--- src/rtl/mem_port_arbiter_if.sv ---
// Bus bundle for mem_port_arbiter: the two cache refill ports on one side,
// the single-port backing memory on the other.
// master: the arbiter's view. slave: the requesters' and memory's view.
interface mem_port_arbiter_if #(
  parameter int ADDR_W = 32,
  parameter int DATA_W = 32
);
  logic [1:0]        p_req;
  logic [1:0]        p_we;
  logic [ADDR_W-1:0] p_addr0;
  logic [ADDR_W-1:0] p_addr1;
  logic [DATA_W-1:0] p_wdata1;
  logic [1:0]        p_grant;
  logic [1:0]        p_beat;
  logic [DATA_W-1:0] p_rdata;
  logic [1:0]        p_done;
  logic              mem_req;
  logic              mem_we;
  logic [ADDR_W-1:0] mem_addr;
  logic [DATA_W-1:0] mem_wdata;
  logic [DATA_W-1:0] mem_rdata;
  logic              mem_ack;

  modport master (
    input  p_req, p_we, p_addr0, p_addr1, p_wdata1, mem_rdata, mem_ack,
    output p_grant, p_beat, p_rdata, p_done, mem_req, mem_we, mem_addr, mem_wdata
  );

  modport slave (
    output p_req, p_we, p_addr0, p_addr1, p_wdata1, mem_rdata, mem_ack,
    input  p_grant, p_beat, p_rdata, p_done, mem_req, mem_we, mem_addr, mem_wdata
  );
endinterface

--- src/rtl/mem_port_arbiter.sv ---
// mem_port_arbiter: shares one single-port memory between the instruction
// refill port (0, read-only) and the data refill/writeback port (1).
// Each grant runs a BURST_LEN-word burst at the line base address, then
// pulses p_done for the owner and returns to IDLE.
// Optional build macro MEM_ARB_DPRIO_EN: port 1 wins simultaneous requests
// instead of the default round-robin choice.
module mem_port_arbiter #(
  parameter int ADDR_W    = 32,
  parameter int DATA_W    = 32,
  parameter int BURST_LEN = 4
) (
  input  logic               clk,
  input  logic               rstn,
  mem_port_arbiter_if.master bus
);

  localparam int BYTES   = DATA_W / 8;
  localparam int OFF_LSB = $clog2(BYTES);
  localparam int CNT_W   = (BURST_LEN > 1) ? $clog2(BURST_LEN) : 1;
  localparam logic [ADDR_W-1:0] LINE_MASK = ADDR_W'(BURST_LEN * BYTES - 1);
  localparam logic [CNT_W-1:0]  LAST_BEAT = CNT_W'(BURST_LEN - 1);

  typedef enum logic [1:0] {IDLE, XFER, DONE} state_t;

  state_t            state_q, state_d;
  logic              owner_q, owner_d;   // 0 = port 0, 1 = port 1
  logic              we_q, we_d;
  logic              rr_q, rr_d;         // port preferred on a tie
  logic [ADDR_W-1:0] base_q, base_d;
  logic [CNT_W-1:0]  beat_q, beat_d;

  logic              win;
  logic [1:0]        owner_oh;
  logic [ADDR_W-1:0] beat_off;
  logic [ADDR_W-1:0] beat_addr;

  assign owner_oh = owner_q ? 2'b10 : 2'b01;

  // Beat address: offset added inside the line only, so it can never carry
  // into the line-base bits.
  assign beat_off  = ADDR_W'(beat_q) << OFF_LSB;
  assign beat_addr = (base_q & ~LINE_MASK) | ((base_q + beat_off) & LINE_MASK);

  // Winner selection among the current requests.
  always_comb begin
    win = bus.p_req[1];
    if (bus.p_req == 2'b11) begin
`ifdef MEM_ARB_DPRIO_EN
      win = 1'b1;
`else
      win = rr_q;
`endif
    end
  end

  // Next-state and output decode for IDLE -> XFER -> DONE -> IDLE.
  always_comb begin
    // NOTE: every output and next-state value gets a default first so no path
    // through the case leaves one unassigned and infers a latch.
    state_d       = state_q;
    owner_d       = owner_q;
    we_d          = we_q;
    rr_d          = rr_q;
    base_d        = base_q;
    beat_d        = beat_q;
    bus.p_grant   = '0;
    bus.p_beat    = '0;
    bus.p_rdata   = '0;
    bus.p_done    = '0;
    bus.mem_req   = 1'b0;
    bus.mem_we    = 1'b0;
    bus.mem_addr  = '0;
    bus.mem_wdata = '0;

    unique case (state_q)
      IDLE: begin
        if (|bus.p_req) begin
          state_d = XFER;
          owner_d = win;
          // Port 0 is read-only: its write bit is masked off.
          we_d    = bus.p_we[win] & win;
          base_d  = win ? bus.p_addr1 : bus.p_addr0;
          beat_d  = '0;
          rr_d    = ~win;
        end
      end
      XFER: begin
        bus.p_grant   = owner_oh;
        bus.mem_req   = 1'b1;
        bus.mem_we    = we_q;
        bus.mem_addr  = beat_addr;
        bus.mem_wdata = bus.p_wdata1;
        if (bus.mem_ack) begin
          bus.p_beat = owner_oh;
          if (!we_q) bus.p_rdata = bus.mem_rdata;
          if (beat_q == LAST_BEAT) begin
            beat_d  = '0;
            state_d = DONE;
          end else begin
            beat_d  = beat_q + CNT_W'(1);
          end
        end
      end
      DONE: begin
        bus.p_grant = owner_oh;
        bus.p_done  = owner_oh;
        state_d     = IDLE;
      end
      default: state_d = IDLE;
    endcase
  end

  // State and burst-context registers; reset abandons any burst in flight.
  always_ff @(posedge clk or negedge rstn) begin
    if (!rstn) begin
      state_q <= IDLE;
      owner_q <= 1'b0;
      we_q    <= 1'b0;
      rr_q    <= 1'b0;
      base_q  <= '0;
      beat_q  <= '0;
    end else begin
      // NOTE: non-blocking assignments so every register samples the
      // pre-edge values computed above, independent of statement order.
      state_q <= state_d;
      owner_q <= owner_d;
      we_q    <= we_d;
      rr_q    <= rr_d;
      base_q  <= base_d;
      beat_q  <= beat_d;
    end
  end

endmodule
--- src/flat_wrapper.sv ---
// flat-port wrapper written by rule: the top's interface ports become plain ports
module mem_port_arbiter_flat 
#(
  parameter int ADDR_W    = 32,
  parameter int DATA_W    = 32,
  parameter int BURST_LEN = 4
)
  (clk, rstn, bus_p_req, bus_p_we, bus_p_addr0, bus_p_addr1, bus_p_wdata1, bus_mem_rdata, bus_mem_ack, bus_p_grant, bus_p_beat, bus_p_rdata, bus_p_done, bus_mem_req, bus_mem_we, bus_mem_addr, bus_mem_wdata);
  mem_port_arbiter_if #(.ADDR_W(ADDR_W), .DATA_W(DATA_W)) bus_i ();
  input  logic clk;
  input  logic rstn;
  input wire logic [$bits(bus_i.p_req)-1:0] bus_p_req;
  input wire logic [$bits(bus_i.p_we)-1:0] bus_p_we;
  input wire logic [$bits(bus_i.p_addr0)-1:0] bus_p_addr0;
  input wire logic [$bits(bus_i.p_addr1)-1:0] bus_p_addr1;
  input wire logic [$bits(bus_i.p_wdata1)-1:0] bus_p_wdata1;
  input wire logic [$bits(bus_i.mem_rdata)-1:0] bus_mem_rdata;
  input wire logic [$bits(bus_i.mem_ack)-1:0] bus_mem_ack;
  output wire logic [$bits(bus_i.p_grant)-1:0] bus_p_grant;
  output wire logic [$bits(bus_i.p_beat)-1:0] bus_p_beat;
  output wire logic [$bits(bus_i.p_rdata)-1:0] bus_p_rdata;
  output wire logic [$bits(bus_i.p_done)-1:0] bus_p_done;
  output wire logic [$bits(bus_i.mem_req)-1:0] bus_mem_req;
  output wire logic [$bits(bus_i.mem_we)-1:0] bus_mem_we;
  output wire logic [$bits(bus_i.mem_addr)-1:0] bus_mem_addr;
  output wire logic [$bits(bus_i.mem_wdata)-1:0] bus_mem_wdata;
  assign bus_i.p_req = bus_p_req;
  assign bus_i.p_we = bus_p_we;
  assign bus_i.p_addr0 = bus_p_addr0;
  assign bus_i.p_addr1 = bus_p_addr1;
  assign bus_i.p_wdata1 = bus_p_wdata1;
  assign bus_i.mem_rdata = bus_mem_rdata;
  assign bus_i.mem_ack = bus_mem_ack;
  assign bus_p_grant = bus_i.p_grant;
  assign bus_p_beat = bus_i.p_beat;
  assign bus_p_rdata = bus_i.p_rdata;
  assign bus_p_done = bus_i.p_done;
  assign bus_mem_req = bus_i.mem_req;
  assign bus_mem_we = bus_i.mem_we;
  assign bus_mem_addr = bus_i.mem_addr;
  assign bus_mem_wdata = bus_i.mem_wdata;
  mem_port_arbiter #(.ADDR_W(ADDR_W), .DATA_W(DATA_W), .BURST_LEN(BURST_LEN)) u_core (.clk(clk), .rstn(rstn), .bus(bus_i));
endmodule
--- config.mk ---
export PLATFORM = sky130hd
export DESIGN_NAME = mem_port_arbiter_flat
export DESIGN_NICKNAME = d
export VERILOG_FILES = /design/src/rtl/mem_port_arbiter_if.sv /design/src/rtl/mem_port_arbiter.sv /design/src/flat_wrapper.sv
export SDC_FILE = /design/constraint.sdc
export NUM_CORES = 1
export LEC_CHECK = 0
export BUFFER_PORTS_ARGS = -buffer_cell sky130_fd_sc_hd__buf_4
export CORE_AREA = 2 2 93 95
export CTS_CLUSTER_SIZE = 28
export DETAILED_ROUTE_END_ITERATION = 6
export DIE_AREA = 0 0 95 97
export PLACE_DENSITY = 0.81
export SYNTH_ARGS = -nofsm -noshare
export SYNTH_HDL_FRONTEND = slang
export SYNTH_SLANG_ARGS = --single-unit
--- constraint.sdc ---
create_clock -name clk -period 3.4 [get_ports clk]
set_clock_uncertainty 0.1 [all_clocks]
set_input_delay 0.17 -clock clk [delete_from_list [all_inputs] [get_ports clk]]
set_output_delay 0.17 -clock clk [all_outputs]
set_load 0.01 [all_outputs]
==> summary.md <==
| Metric | Value |
|---|---|
| Status | complete, no violations |
| RSZ-0062 raised after global routing | no |
| Final TNS setup | 0 ns |
| Routed vias | around 2800 |
| Area Overhead vs Synth | 79.5% |
| WL/cell | 15.3 um |
| Slowest-stage cell, CP | dlygate4sd3_1 |
| Initial antenna violation count | 0 |
| Clk_lat worst skew | 0.28 ns |
| Area leader, netlist | dfrtp_1 |
| Initial Util | 30.9% |
| Synth top cells by count | 107 x and2_1, 39 x dfrtp_1, 32 x a221o_1 |
| Core Region | 8130 um2 |
| Pin count of the biggest net entering global routing | 66 |
| # port buffers | approximately 240 |
| Placed Cells | roughly 590 |
| Synth top area share | 38.8% |
| Post-synthesis sequential area ratio | 38.8% |
| Synth Register Bits | 39 |
| Post-route minimum period | 2.62 ns |
| Period utilisation layout | between 70 and 80% |
| Ant diodes | 0 |
| First-pass GRT wire length | ~14 mm |
| Htree depth | 2 |
| Die width | ~95 um |
| # Post-CTS Setup Buffers | 0 |
| Finished Layout Cells | 603 |
| Library cells used by synthesis | 29 |
| Worst EP required | 3.52 ns |
| Vias in the first global route | 2837 |
| Total die area | 9220 um2 |
| Leakage power | 0.00237 uW |
| IO Pins | 239 |
| Syn Nets | approximately 400 |
| Routability cong. | 0.784 |
| Initial drt markers | roughly 110 |
| Syn Inst Count | 261 |
| Max-Cap Viols | 0 |
| Least-Margin Pin Slew | 0.721 ns |
| # setup viols final | 0 |
| Layout Nets | around 640 |
| Mapped Area | 2520 um2 |
| Setup CP Type | reg -> reg |
| Mean Syn Cell Area | 9.64 um2 |
| FP Rows | 33 |
| Crit path launch type | flop |
| Slew margin rel. | 51.9% |
| DRT antenna net count | 0 |
| Register area | 976 um2 |
| Yosys Warn Count | 0 |
| All-Layer GR Usage | roughly a fifth |
| Worst path max stage delay | 0.57 ns |
| Detail Placement HPWL | roughly 7.2 mm |
| Reg clk slew, reported paths | 0.08 ns |
| F_max | about 0.38 GHz |
| Ranking of synthesized cells by area | dfrtp_1 39%, and2_1 27%, a221o_1 13% |
| Reg2Reg Setup Slack | 0.78 ns |
| Worst path arrival time | ~2.7 ns |
| CTS buffer count | 5 |
| EDFF count, synth | 0 |
| Cell Chain, Critical Path | inv_1 > ha_1 > nand2_1 > a21oi_2 > buf_4 > a221o_1 > dlygate4sd3_1 |
| Final WL | 9.20 mm |
| Final hold vios | 0 |
| Clk root buf | clkbuf_8 |
| Residual DRC count | 0 |
| Die Y-Extent | around 97 um |
| Worst ir drop on vdd | 326 uV |
| Fill cells | 723 |
| CTS sink cnt | 39 |
| Async SR Flop Fraction | 100% |
| Final Max Tran Viols | 0 |
| TritonCTS clock tree | done |
| Pwr per Cell Area | 788 nW/um2 |
| Most common flop cell mapped by yosys | dfrtp_1 |
| Count leader, synth | and2_1 |
| Clock tree buffer depth | 2 |
| Share of post-route cells with drive strength above 1 | 50.8% |
| Hold Crit Class | in -> reg |
| GR Overflow Total | 0 |
| DR pass1 iterations | 4 |
| Area occupied by multi-input gates | around 1400 um2 |
| Critical Path End Type | flop |
| Vias/cell | 4.66 |
| Crit path max fanout | 26 |
## layout by cell type, fill, tap and decap left out, types with 4 or more instances in the layout
| cell | synthesis | routed |
|---|---|---|
| a221o_1 | 32 | 32 |
| and2_1 | 107 | 107 |
| ha_1 | 6 | 5 |
| nor2_1 | 4 | 4 |
| clkbuf_8 | 0 | 6 |
| dfrtp_1 | 39 | 39 |
| and2_0 | 23 | 23 |
| nor2b_1 | 4 | 4 |
| inv_1 | 4 | 4 |
| buf_4 | 3 | 242 |
| dlygate4sd3_1 | 0 | 7 |
## metrics by stage
stage / hold WS, ns / instance area (um2) / setup slack (ns) / util (%) / power, uW
floorplan: -0.226 / 2520 / 1.71 / - / 2180
global placement: 0.0745 / 4360 / 1.26 / 53.6 / 3180
detailed placement: 0.0761 / 4360 / 1.22 / 53.6 / 3240
CTS: 0.000324 / 4460 / 1.19 / 54.8 / 3570
global route: 0.000506 / 4520 / 0.615 / 55.5 / 3860
finish: 0.00902 / 4520 / 0.777 / 55.5 / 3560
## final timing paths
path / depth (start not counted) / startpoint / endpoint
setup / recovery: 7 / u_core.state_q[1] / u_core.base_q[6]
hold / removal: 2 / bus_p_addr1[2] / u_core.base_q[2]
setup reg to reg: 7 / u_core.state_q[1] / u_core.base_q[6]
hold reg to reg: 1 / u_core.rr_q / u_core.rr_q
max in group asynchronous: 2 / rstn / u_core.base_q[11]
min in group asynchronous: 2 / rstn / u_core.base_q[29]
## what timing repair did
item	in CTS	in global routing
hold buffers	1	6
setup endpoints to repair	0	0
hold endpoints to repair	39	4
gates resized for setup	0	0
## cells by family (layout without fill, tap and decap cells)
kind of cell	count (synthesis)	in the layout	share of synthesized area, %
buffers and inverters	23	260	4.92
AOI/OAI and AO/OA	45	45	16.9
DFF	39	39	38.8
adders and majority gates	6	6	2.98
and+or+nand+nor	146	146	35.8
xor gates and xnor gates	2	2	0.696
## critical path, delay by kind of cell (launching register included)
family          cells  cell delay, ns
compound gates      2            0.59
flops               1            0.40
fa+ha+maj           1            0.30
simple gates        1            0.10
buf+inv             3            1.08
## area by class of cell
class | instances | share of cell area (%)
repair buffers | 249 | 41.8
inverters | 4 | 0.333
multi-input cells | 199 | 31.4
clock buffers | 6 | 1.83
well taps | 105 | 2.91
clock inverters | 1 | 0.111
flip-flops and latches | 39 | 21.6
## flip-flops by register name, summed over array words and instances (netlist names)
register	count
u_core.base_q	32
u_core.beat_q	2
u_core.owner_q	1
u_core.rr_q	1
u_core.state_q	2
u_core.we_q	1
## report_power, final
part           internal [uW]  switching [uW]  total (uW)  leakage (uW)
Sequential               693             123         816      0.000484
Combinational           1300            1140        2430       0.00184
Clock                    159             151         310     0.0000470
Total                   2150            1410        3560       0.00237
## per-layer routing
layer	global-route usage [%]	share of wire, %	up-vias
met2	35.2	54	129
li1	-	-	1362
met1	22.2	37	1306
met5	0	0	-
met4	5.69	1.9	0
met3	4.13	7.7	14
Power figures use the tool's default switching activity.
